[src/rtl/riscv_pkg.sv]
// riscv_pkg: encodings shared by the multicycle control unit.
//   - Opcode constants for the supported instruction classes.
//   - Main FSM state enum (4-bit encoding).
//   - ALUOp / ALUSrcA / ALUSrcB / ResultSrc select encodings.
//     ALU_decoder uses the same ALUOp values.
//   - op_supported(): true for every opcode the main FSM can execute.
package riscv_pkg;

    // Opcodes (instr[6:0])
    localparam logic [6:0] OpLoad  = 7'b0000011;
    localparam logic [6:0] OpStore = 7'b0100011;
    localparam logic [6:0] OpRType = 7'b0110011;
    localparam logic [6:0] OpIAlu  = 7'b0010011;
    localparam logic [6:0] OpBeq   = 7'b1100011;
    localparam logic [6:0] OpJal   = 7'b1101111;

    // ALUOp, consumed by ALU_decoder
    localparam logic [1:0] AluOpAdd   = 2'b00;
    localparam logic [1:0] AluOpSub   = 2'b01;
    localparam logic [1:0] AluOpFunct = 2'b10;

    // ALU operand A select
    localparam logic [1:0] SrcAPc    = 2'b00;
    localparam logic [1:0] SrcAOldPc = 2'b01;
    localparam logic [1:0] SrcARs1   = 2'b10;

    // ALU operand B select
    localparam logic [1:0] SrcBRs2    = 2'b00;
    localparam logic [1:0] SrcBImmExt = 2'b01;
    localparam logic [1:0] SrcBFour   = 2'b10;

    // Result mux select
    localparam logic [1:0] ResAluOut    = 2'b00;
    localparam logic [1:0] ResData      = 2'b01;
    localparam logic [1:0] ResAluResult = 2'b10;

    // Address mux select
    localparam logic AdrPc     = 1'b0;
    localparam logic AdrResult = 1'b1;

    typedef enum logic [3:0] {
        StFetch    = 4'd0,
        StDecode   = 4'd1,
        StMemAdr   = 4'd2,
        StMemRead  = 4'd3,
        StMemWb    = 4'd4,
        StMemWrite = 4'd5,
        StExecuteR = 4'd6,
        StExecuteI = 4'd7,
        StJal      = 4'd8,
        StAluWb    = 4'd9,
        StBeq      = 4'd10
    } main_state_e;

    function automatic logic op_supported(logic [6:0] op);
        unique case (op)
            OpLoad, OpStore, OpRType, OpIAlu, OpBeq, OpJal: op_supported = 1'b1;
            default:                                        op_supported = 1'b0;
        endcase
    endfunction

endpackage

[src/rtl/main_fsm.sv]
// main_fsm: multicycle main controller of the RISC-V control unit.
// Steps fetch / decode / execute / writeback and drives the datapath selects
// and strobes. Outputs are decoded from the state register, except that the
// FETCH strobes follow mem_ready and MEMWRITE completes on mem_ready.
//
// Ports
//   clk        in   rising-edge clock
//   rst_n      in   synchronous active-low reset; forces all outputs to 0
//   op         in   opcode from the instruction register (instr[6:0])
//   mem_ready  in   memory completes the current access this cycle
//   ALUOp      out  ALU_decoder control: add / sub-compare / funct-decoded
//   ALUSrcA    out  operand A: PC / OldPC / rs1
//   ALUSrcB    out  operand B: rs2 / ImmExt / 4
//   ResultSrc  out  result: ALUOut / Data / ALUResult
//   AdrSrc     out  memory address: PC / Result
//   IRWrite, PCUpdate, Branch, RegWrite, MemWrite  out  datapath strobes
//   instr_done out  pulse in the final cycle of every instruction
//   illegal_op out  pulse when DECODE sees an unsupported opcode
module main_fsm
    import riscv_pkg::*;
(
    input  logic       clk,
    input  logic       rst_n,
    input  logic [6:0] op,
    input  logic       mem_ready,
    output logic [1:0] ALUOp,
    output logic [1:0] ALUSrcA,
    output logic [1:0] ALUSrcB,
    output logic [1:0] ResultSrc,
    output logic       AdrSrc,
    output logic       IRWrite,
    output logic       PCUpdate,
    output logic       Branch,
    output logic       RegWrite,
    output logic       MemWrite,
    output logic       instr_done,
    output logic       illegal_op
);

    main_state_e state_q, state_d;

    // State register
    always_ff @(posedge clk) begin
        if (!rst_n) begin
            state_q <= StFetch;
        end else begin
            state_q <= state_d;
        end
    end

    // Next-state logic
    always_comb begin
        state_d = state_q;
        unique case (state_q)
            StFetch: begin
                if (mem_ready) state_d = StDecode;
            end
            StDecode: begin
                unique case (op)
                    OpLoad, OpStore: state_d = StMemAdr;
                    OpRType:         state_d = StExecuteR;
                    OpIAlu:          state_d = StExecuteI;
                    OpBeq:           state_d = StBeq;
                    OpJal:           state_d = StJal;
                    default:         state_d = StFetch;
                endcase
            end
            StMemAdr: begin
                // op is held stable by the IR, so only lw/sw can arrive here.
                if (op == OpLoad) begin
                    state_d = StMemRead;
                end else if (op == OpStore) begin
                    state_d = StMemWrite;
                end else begin
                    state_d = StFetch;
                end
            end
            StMemRead: begin
                if (mem_ready) state_d = StMemWb;
            end
            StMemWrite: begin
                if (mem_ready) state_d = StFetch;
            end
            StMemWb:    state_d = StFetch;
            StExecuteR: state_d = StAluWb;
            StExecuteI: state_d = StAluWb;
            StJal:      state_d = StAluWb;
            StAluWb:    state_d = StFetch;
            StBeq:      state_d = StFetch;
            default:    state_d = StFetch;
        endcase
    end

    // Output decode
    always_comb begin
        ALUOp      = AluOpAdd;
        ALUSrcA    = SrcAPc;
        ALUSrcB    = SrcBRs2;
        ResultSrc  = ResAluOut;
        AdrSrc     = AdrPc;
        IRWrite    = 1'b0;
        PCUpdate   = 1'b0;
        Branch     = 1'b0;
        RegWrite   = 1'b0;
        MemWrite   = 1'b0;
        instr_done = 1'b0;
        illegal_op = 1'b0;

        // Reset masks everything so an interrupted write never reaches the datapath.
        if (rst_n) begin
            unique case (state_q)
                StFetch: begin
                    AdrSrc    = AdrPc;
                    ALUSrcA   = SrcAPc;
                    ALUSrcB   = SrcBFour;
                    ALUOp     = AluOpAdd;
                    ResultSrc = ResAluResult;
                    // Only latch IR / advance PC when the fetch actually returns.
                    IRWrite   = mem_ready;
                    PCUpdate  = mem_ready;
                end
                StDecode: begin
                    ALUSrcA    = SrcAOldPc;
                    ALUSrcB    = SrcBImmExt;
                    ALUOp      = AluOpAdd;
                    illegal_op = !op_supported(op);
                end
                StMemAdr: begin
                    ALUSrcA = SrcARs1;
                    ALUSrcB = SrcBImmExt;
                    ALUOp   = AluOpAdd;
                end
                StMemRead: begin
                    ResultSrc = ResAluOut;
                    AdrSrc    = AdrResult;
                end
                StMemWb: begin
                    ResultSrc  = ResData;
                    RegWrite   = 1'b1;
                    instr_done = 1'b1;
                end
                StMemWrite: begin
                    ResultSrc  = ResAluOut;
                    AdrSrc     = AdrResult;
                    MemWrite   = 1'b1;
                    instr_done = mem_ready;
                end
                StExecuteR: begin
                    ALUSrcA = SrcARs1;
                    ALUSrcB = SrcBRs2;
                    ALUOp   = AluOpFunct;
                end
                StExecuteI: begin
                    ALUSrcA = SrcARs1;
                    ALUSrcB = SrcBImmExt;
                    ALUOp   = AluOpFunct;
                end
                StJal: begin
                    ALUSrcA   = SrcAOldPc;
                    ALUSrcB   = SrcBFour;
                    ALUOp     = AluOpAdd;
                    ResultSrc = ResAluOut;
                    PCUpdate  = 1'b1;
                end
                StAluWb: begin
                    ResultSrc  = ResAluOut;
                    RegWrite   = 1'b1;
                    instr_done = 1'b1;
                end
                StBeq: begin
                    ALUSrcA    = SrcARs1;
                    ALUSrcB    = SrcBRs2;
                    ALUOp      = AluOpSub;
                    ResultSrc  = ResAluOut;
                    Branch     = 1'b1;
                    instr_done = 1'b1;
                end
                default: ;
            endcase
        end
    end

endmodule

[config.mk]
export PLATFORM = sky130hd
export DESIGN_NAME = main_fsm
export DESIGN_NICKNAME = d
export VERILOG_FILES = /design/src/rtl/riscv_pkg.sv /design/src/rtl/main_fsm.sv
export SDC_FILE = /design/constraint.sdc
export NUM_CORES = 1
export LEC_CHECK = 0
export CORE_MARGIN = 2
export CORE_UTILIZATION = 37
export DETAILED_ROUTE_END_ITERATION = 16
export HOLD_SLACK_MARGIN = 0.08
export PLACE_DENSITY_LB_ADDON = 0.08
export SLEW_MARGIN = 20
export SYNTH_ARGS = -nofsm -noshare
export SYNTH_HDL_FRONTEND = slang
export SYNTH_SLANG_ARGS = --single-unit
[constraint.sdc]
create_clock -name clk -period 1.4 [get_ports clk]
set_clock_uncertainty 0.1 [all_clocks]
set_input_delay 0.42 -clock clk [delete_from_list [all_inputs] [get_ports clk]]
set_output_delay 0.42 -clock clk [all_outputs]
set_load 0.05 [all_outputs]
==> results.md, run 1 <==
* Most numerous cell in the Yosys netlist: nor2_1
* Tool error: [ERROR DPL-0038] Utilization greater than 100%, impossible to legalize
* Top cells by count, synth: 7 x nor2_1, 6 x nor2b_1
* Syn Area/Cell at roughly 7.3 um^2
* Synth Cell Area at ~630 um^2
* Pre-CTS setup slack at -882.7 ps
* Routability cong. at around 0.83
* Largest cells by area after synthesis: dfxtp_1 13%, nor2b_1 6.0%, nor4bb_1 4.8%, nand3b_1 4.8%, nor3b_1 4.8%
* H-tree levels at 1
* CTS root buffer: clkbuf_4
* Outcome: aborted with a tool error
* Fail Step: clock tree synthesis (4_1_cts)
* Die W at 45.20 um
* Hold bufs inserted after CTS at 0
* Die height at 45.20 um
* Port buffer count at 25
* CTS sink count at 4
* Most area-hungry cell type in the Yosys netlist: dfxtp_1
* Ys flop type: dfxtp_1
* Post-DP HPWL at 2.148 mm
* Synth cell types at 38
* Seq cells post-synth at 4
* YS warnings at 0
* Top Ports at 26
* TritonCTS Buffers at 3
* Postcts setup bufs at 10
* Post-CTS resize count at between 50 and 60
* Post-synth EDFFs at 0
* Max clock buf depth at 2
* Cells after synthesis at 86
* Seq/Total Area, Yosys at 0.1275
* Async SR Flop Fraction at 0
* Number of core rows at 14
* Yosys top cell area share at 0.1275
* Effective utilization at floorplan at 0.4075
* Syn_nets at 96
[logic make-up after synthesis]
| group | after synthesis | synth area share |
|---|---|---|
| AO/OA/AOI/OAI | 18 | 0.1972 |
| XOR/XNOR | 3 | 0.04184 |
| buffers and inverters | 12 | 0.1155 |
| flip-flops | 4 | 0.1275 |
| multiplexers | 1 | 0.01594 |
| AND/OR/NAND/NOR | 48 | 0.5020 |
[per-stage QoR]
| stage | instance area, um^2 | TNS [ps] | instances | hold slack, ps |
|---|---|---|---|---|
| after detailed placement | 1388 | -14830 | 156 | 510.2 |
| after global placement | 1388 | -14060 | 156 | 461.9 |
| after floorplan | 760.7 | -6262 | 86 | 473.8 |
==> inputs of run 2 (changes only) <==
--- a/config.mk
+++ b/config.mk
@@ -5,11 +5,10 @@
 export SDC_FILE = /design/constraint.sdc
 export NUM_CORES = 1
 export LEC_CHECK = 0
-export CORE_MARGIN = 2
-export CORE_UTILIZATION = 37
+export CORE_AREA = 2 2 63 65
 export DETAILED_ROUTE_END_ITERATION = 16
-export HOLD_SLACK_MARGIN = 0.08
-export PLACE_DENSITY_LB_ADDON = 0.08
+export DIE_AREA = 0 0 65 67
+export PLACE_DENSITY_LB_ADDON = 0.15
 export SLEW_MARGIN = 20
 export SYNTH_ARGS = -nofsm -noshare
 export SYNTH_HDL_FRONTEND = slang
==> constraint.sdc (replaced) <==
create_clock -name clk -period 1.82 [get_ports clk]
set_clock_uncertainty 0.1 [all_clocks]
set_input_delay 0.546 -clock clk [delete_from_list [all_inputs] [get_ports clk]]
set_output_delay 0.546 -clock clk [all_outputs]
set_load 0.05 [all_outputs]
==> results.md, run 2 <==
* Regs by FF count: state_q x4
* Initial DRC count at 10
* Combinational Power Share at 0.455
* Hold Violations, Final at 0
* CTS root buffer: clkbuf_8
* Reg2Reg Depth at 7
* Ys flop type: dfxtp_1
* Final period utilization at 1.167
* Power Total at 0.5273 mW
* Slew @ Worst Pin at 276.7 ps
* Port buffer count at 25 (unchanged)
* Clock power share at 0.376
* Fraction of layout cells with a size suffix above 1 at 0.7025
* Largest cells by area after synthesis: dfxtp_1 13%, nor2b_1 6.0%, nor4bb_1 4.8%, nand3b_1 4.8%, nor3b_1 4.8%
* H-tree levels at 1 (unchanged)
* Gr ovfl total at 0
* Seq cells post-synth at 4 (unchanged)
* Effective utilization at floorplan at 0.1742 (-0.2333)
* Final WS setup at -304.6 ps
* Worst VDD drop at 0.1522 mV
* Final setup fails at 16
* Failing checks: setup timing
* CP peak stage delay at between 400 and 500 ps
* Most flop-heavy register: state_q
* Syn Area/Cell at 7.304 um^2 (unchanged)
* Max clock buf depth at 2 (unchanged)
* Sequential Power Share at 0.170
* Cells after synthesis at 86 (unchanged)
* Max Clock Freq at 470.7 MHz
* First-pass GRT wire length at approximately 4.1 mm
* YS warnings at 0 (unchanged)
* Synth cell types at 38 (unchanged)
* Worst path slowest cell: or3b_1
* Commonest non-fill, non-tap cell in the layout: buf_4
* Antenna Cells at 0
* Synth Cell Area at 628.1 um^2 (unchanged)
* Critical path arrival at between 1000 and 1500 ps
* # fillers at approximately 340
* Post-Layout Cell Count at 206
* Wire length per cell at 12.81 um
* Number of global-route vias before repair at ~900
* Top Ports at 26 (unchanged)
* Max Cap Viol at 0
* Die height at 67 um (+48%)
* Largest net degree at the start of global routing at 11
* Met1 GRT Util at 0.1423
* Total GRT Usage at 0.1229
* Most area-hungry cell type in the Yosys netlist: dfxtp_1
* Critical Path, Cell by Cell: or3b_1 -> a21oi_2 -> o21a_1 -> buf_12
* GR peak layer: met2
* Crit path kind: flip-flop to primary output
* Worst-skew pair later-pin latency at 230 ps
* Drc violations at 0
* Detailed Route WL at around 2.6 mm
* Leading cell types in the layout, fill and taps excluded: 38 x buf_4, 17 x buf_12, 12 x buf_6
* Switch Pwr at 0.1664 mW
* Min-delay worst type: flip-flop to flip-flop
* TritonCTS Buffers at 3 (unchanged)
* Synthesis-to-finish area growth at 177.9%
* CTS sink count at 4 (unchanged)
* RSZ-0062 raised after global routing: true
* Async SR Flop Fraction at 0 (unchanged)
* Pwr dens at 302.1 nW/um^2
* Internal power at between 0.3 and 0.4 mW
* Die W at 65 um (+44%)
* Leakage power at 0.7176 nW
* Initial antenna violation count at 0
* Yosys top cell area share at 0.1275 (unchanged)
* Worst-path clk slew at 30 ps
* CP max FO at 7
* Post-DP HPWL at 1.859 mm (-13%)
* Most numerous cell in the Yosys netlist: nor2_1
* CP Capture Type: primary output
* Die area at 4355 um^2
* Fin. max-slew vios at 0
* Number of core rows at 22 (+8)
* WP buf/inv at 1
* Hold Crit Depth at 2
* Top delay family on crit path: simple AND/OR/NAND/NOR gates
* M2 GR Usage at 0.2268
* Tmin final at roughly 2100 ps
* Vias per inst at ~4.4
* Levels on crit path at 4
* CTS tree: done
* Outcome: finished, violations left
* Post-route ant nets at 0
* Routing usage on met3 at 0.01014
* # nets final at 170
* WP data required at 1170 ps
* Max FFs per register at 4
* Net Sw Frac at 0.3156
* Top cells by count, synth: 7 x nor2_1, 6 x nor2b_1
* Slew headroom at 0.8130
* Routability cong. at 0.7221 (-13%)
* Post-synth EDFFs at 0 (unchanged)
* Syn_nets at 96 (unchanged)
* Startpoint Class: flip-flop
* Seq/Total Area, Yosys at 0.1275 (unchanged)
* Inst Count DP at 188 (+21%)
* Core ar. at about 3600 um^2
* Vias post-DR at 911
* 1st-pass router iterations at 4
## run 2: cell counts after synthesis
No cell type changed its count.
## run 2: power groups by stage
| stage | clock network, mW | logic (mW) | registers [mW] |
|---|---|---|---|
| 6_report | 0.198 | 0.240 | 0.0894 |
| 5_1_grt | 0.203 | 0.255 | 0.0896 |
| 4_1_cts | 0.202 | 0.216 | 0.0926 |
| 3_5_place_dp | 0 | 0.197 | 0.0972 |
| 3_3_place_gp | 0 | 0.196 | 0.0973 |
| 2_1_floorplan | 0 | 0.0988 | 0.0918 |
## run 2: kinds of logic (layout without fill, tap and decap cells)
group / after synthesis / in the layout / synth area share
simple gates: 48 / 48 / 0.5020
compound gates: 18 / 18 / 0.1972
buf+inv: 12 / 84 / 0.1155
flops: 4 / 4 / 0.1275
xor+xnor: 3 / 3 / 0.04184
mux: 1 / 1 / 0.01594
## run 2: path summary, 6_finish.rpt
kind | start | end | slack (ps)
min | state_q[1] | state_q[1] | 420
max | state_q[1] | instr_done | -300
max reg2reg | state_q[0] | state_q[0] | 170
min reg2reg | state_q[1] | state_q[1] | 420
## run 2: through the flow
step	area (um^2)	utilization	worst slack [ps]	setup TNS (ps)	hold slack, ps
6_report	1745	0.4840	-304.6	-2434	415.5
5_1_grt	1745	0.4840	-327.5	-3112	449.1
4_1_cts	1645	0.4563	-251.1	-2221	417.1
3_5_place_dp	1441	0.3997	-667.3	-9798	449.6
3_3_place_gp	1441	0.3997	-631.6	-9323	465.2
2_1_floorplan	774.5	-	-521.5	-1882	473.8
## run 2: layer usage
layer,vias to the layer above,routed length (um),part of all wire
li1,464,-,-
met1,425,1122,0.43
met2,18,1395,0.53
met3,4,69,0.026
met4,0,52,0.020
met5,-,0,0
## run 2: final cells by class
cell class,count,area [um^2],area share
Multi-Input combinational cell,70,690.7,0.3957
Clock buffer,3,41.29,0.02366
Tap cell,48,60.06,0.03441
Timing Repair Buffer,77,845.8,0.4846
Inverter,4,15.01,0.008602
Sequential cell,4,92.59,0.05305
## run 2: timing repair
| action | in CTS | in global routing |
|---|---|---|
| setup endpoints to repair | 17 | 16 |
| resized for setup | 69 | 11 |
| pin swaps | 16 | 10 |
| hold buffers | 0 | 0 |
| buffers inserted | 8 | 7 |
## run 2: worst min-delay path: cells and delay by family, from the launching register on
family / cells / cell delay (ps)
flip-flops: 1 / 340
AND/OR/NAND/NOR: 2 / 130
No activity file was read; power rests on OpenSTA's default activity.
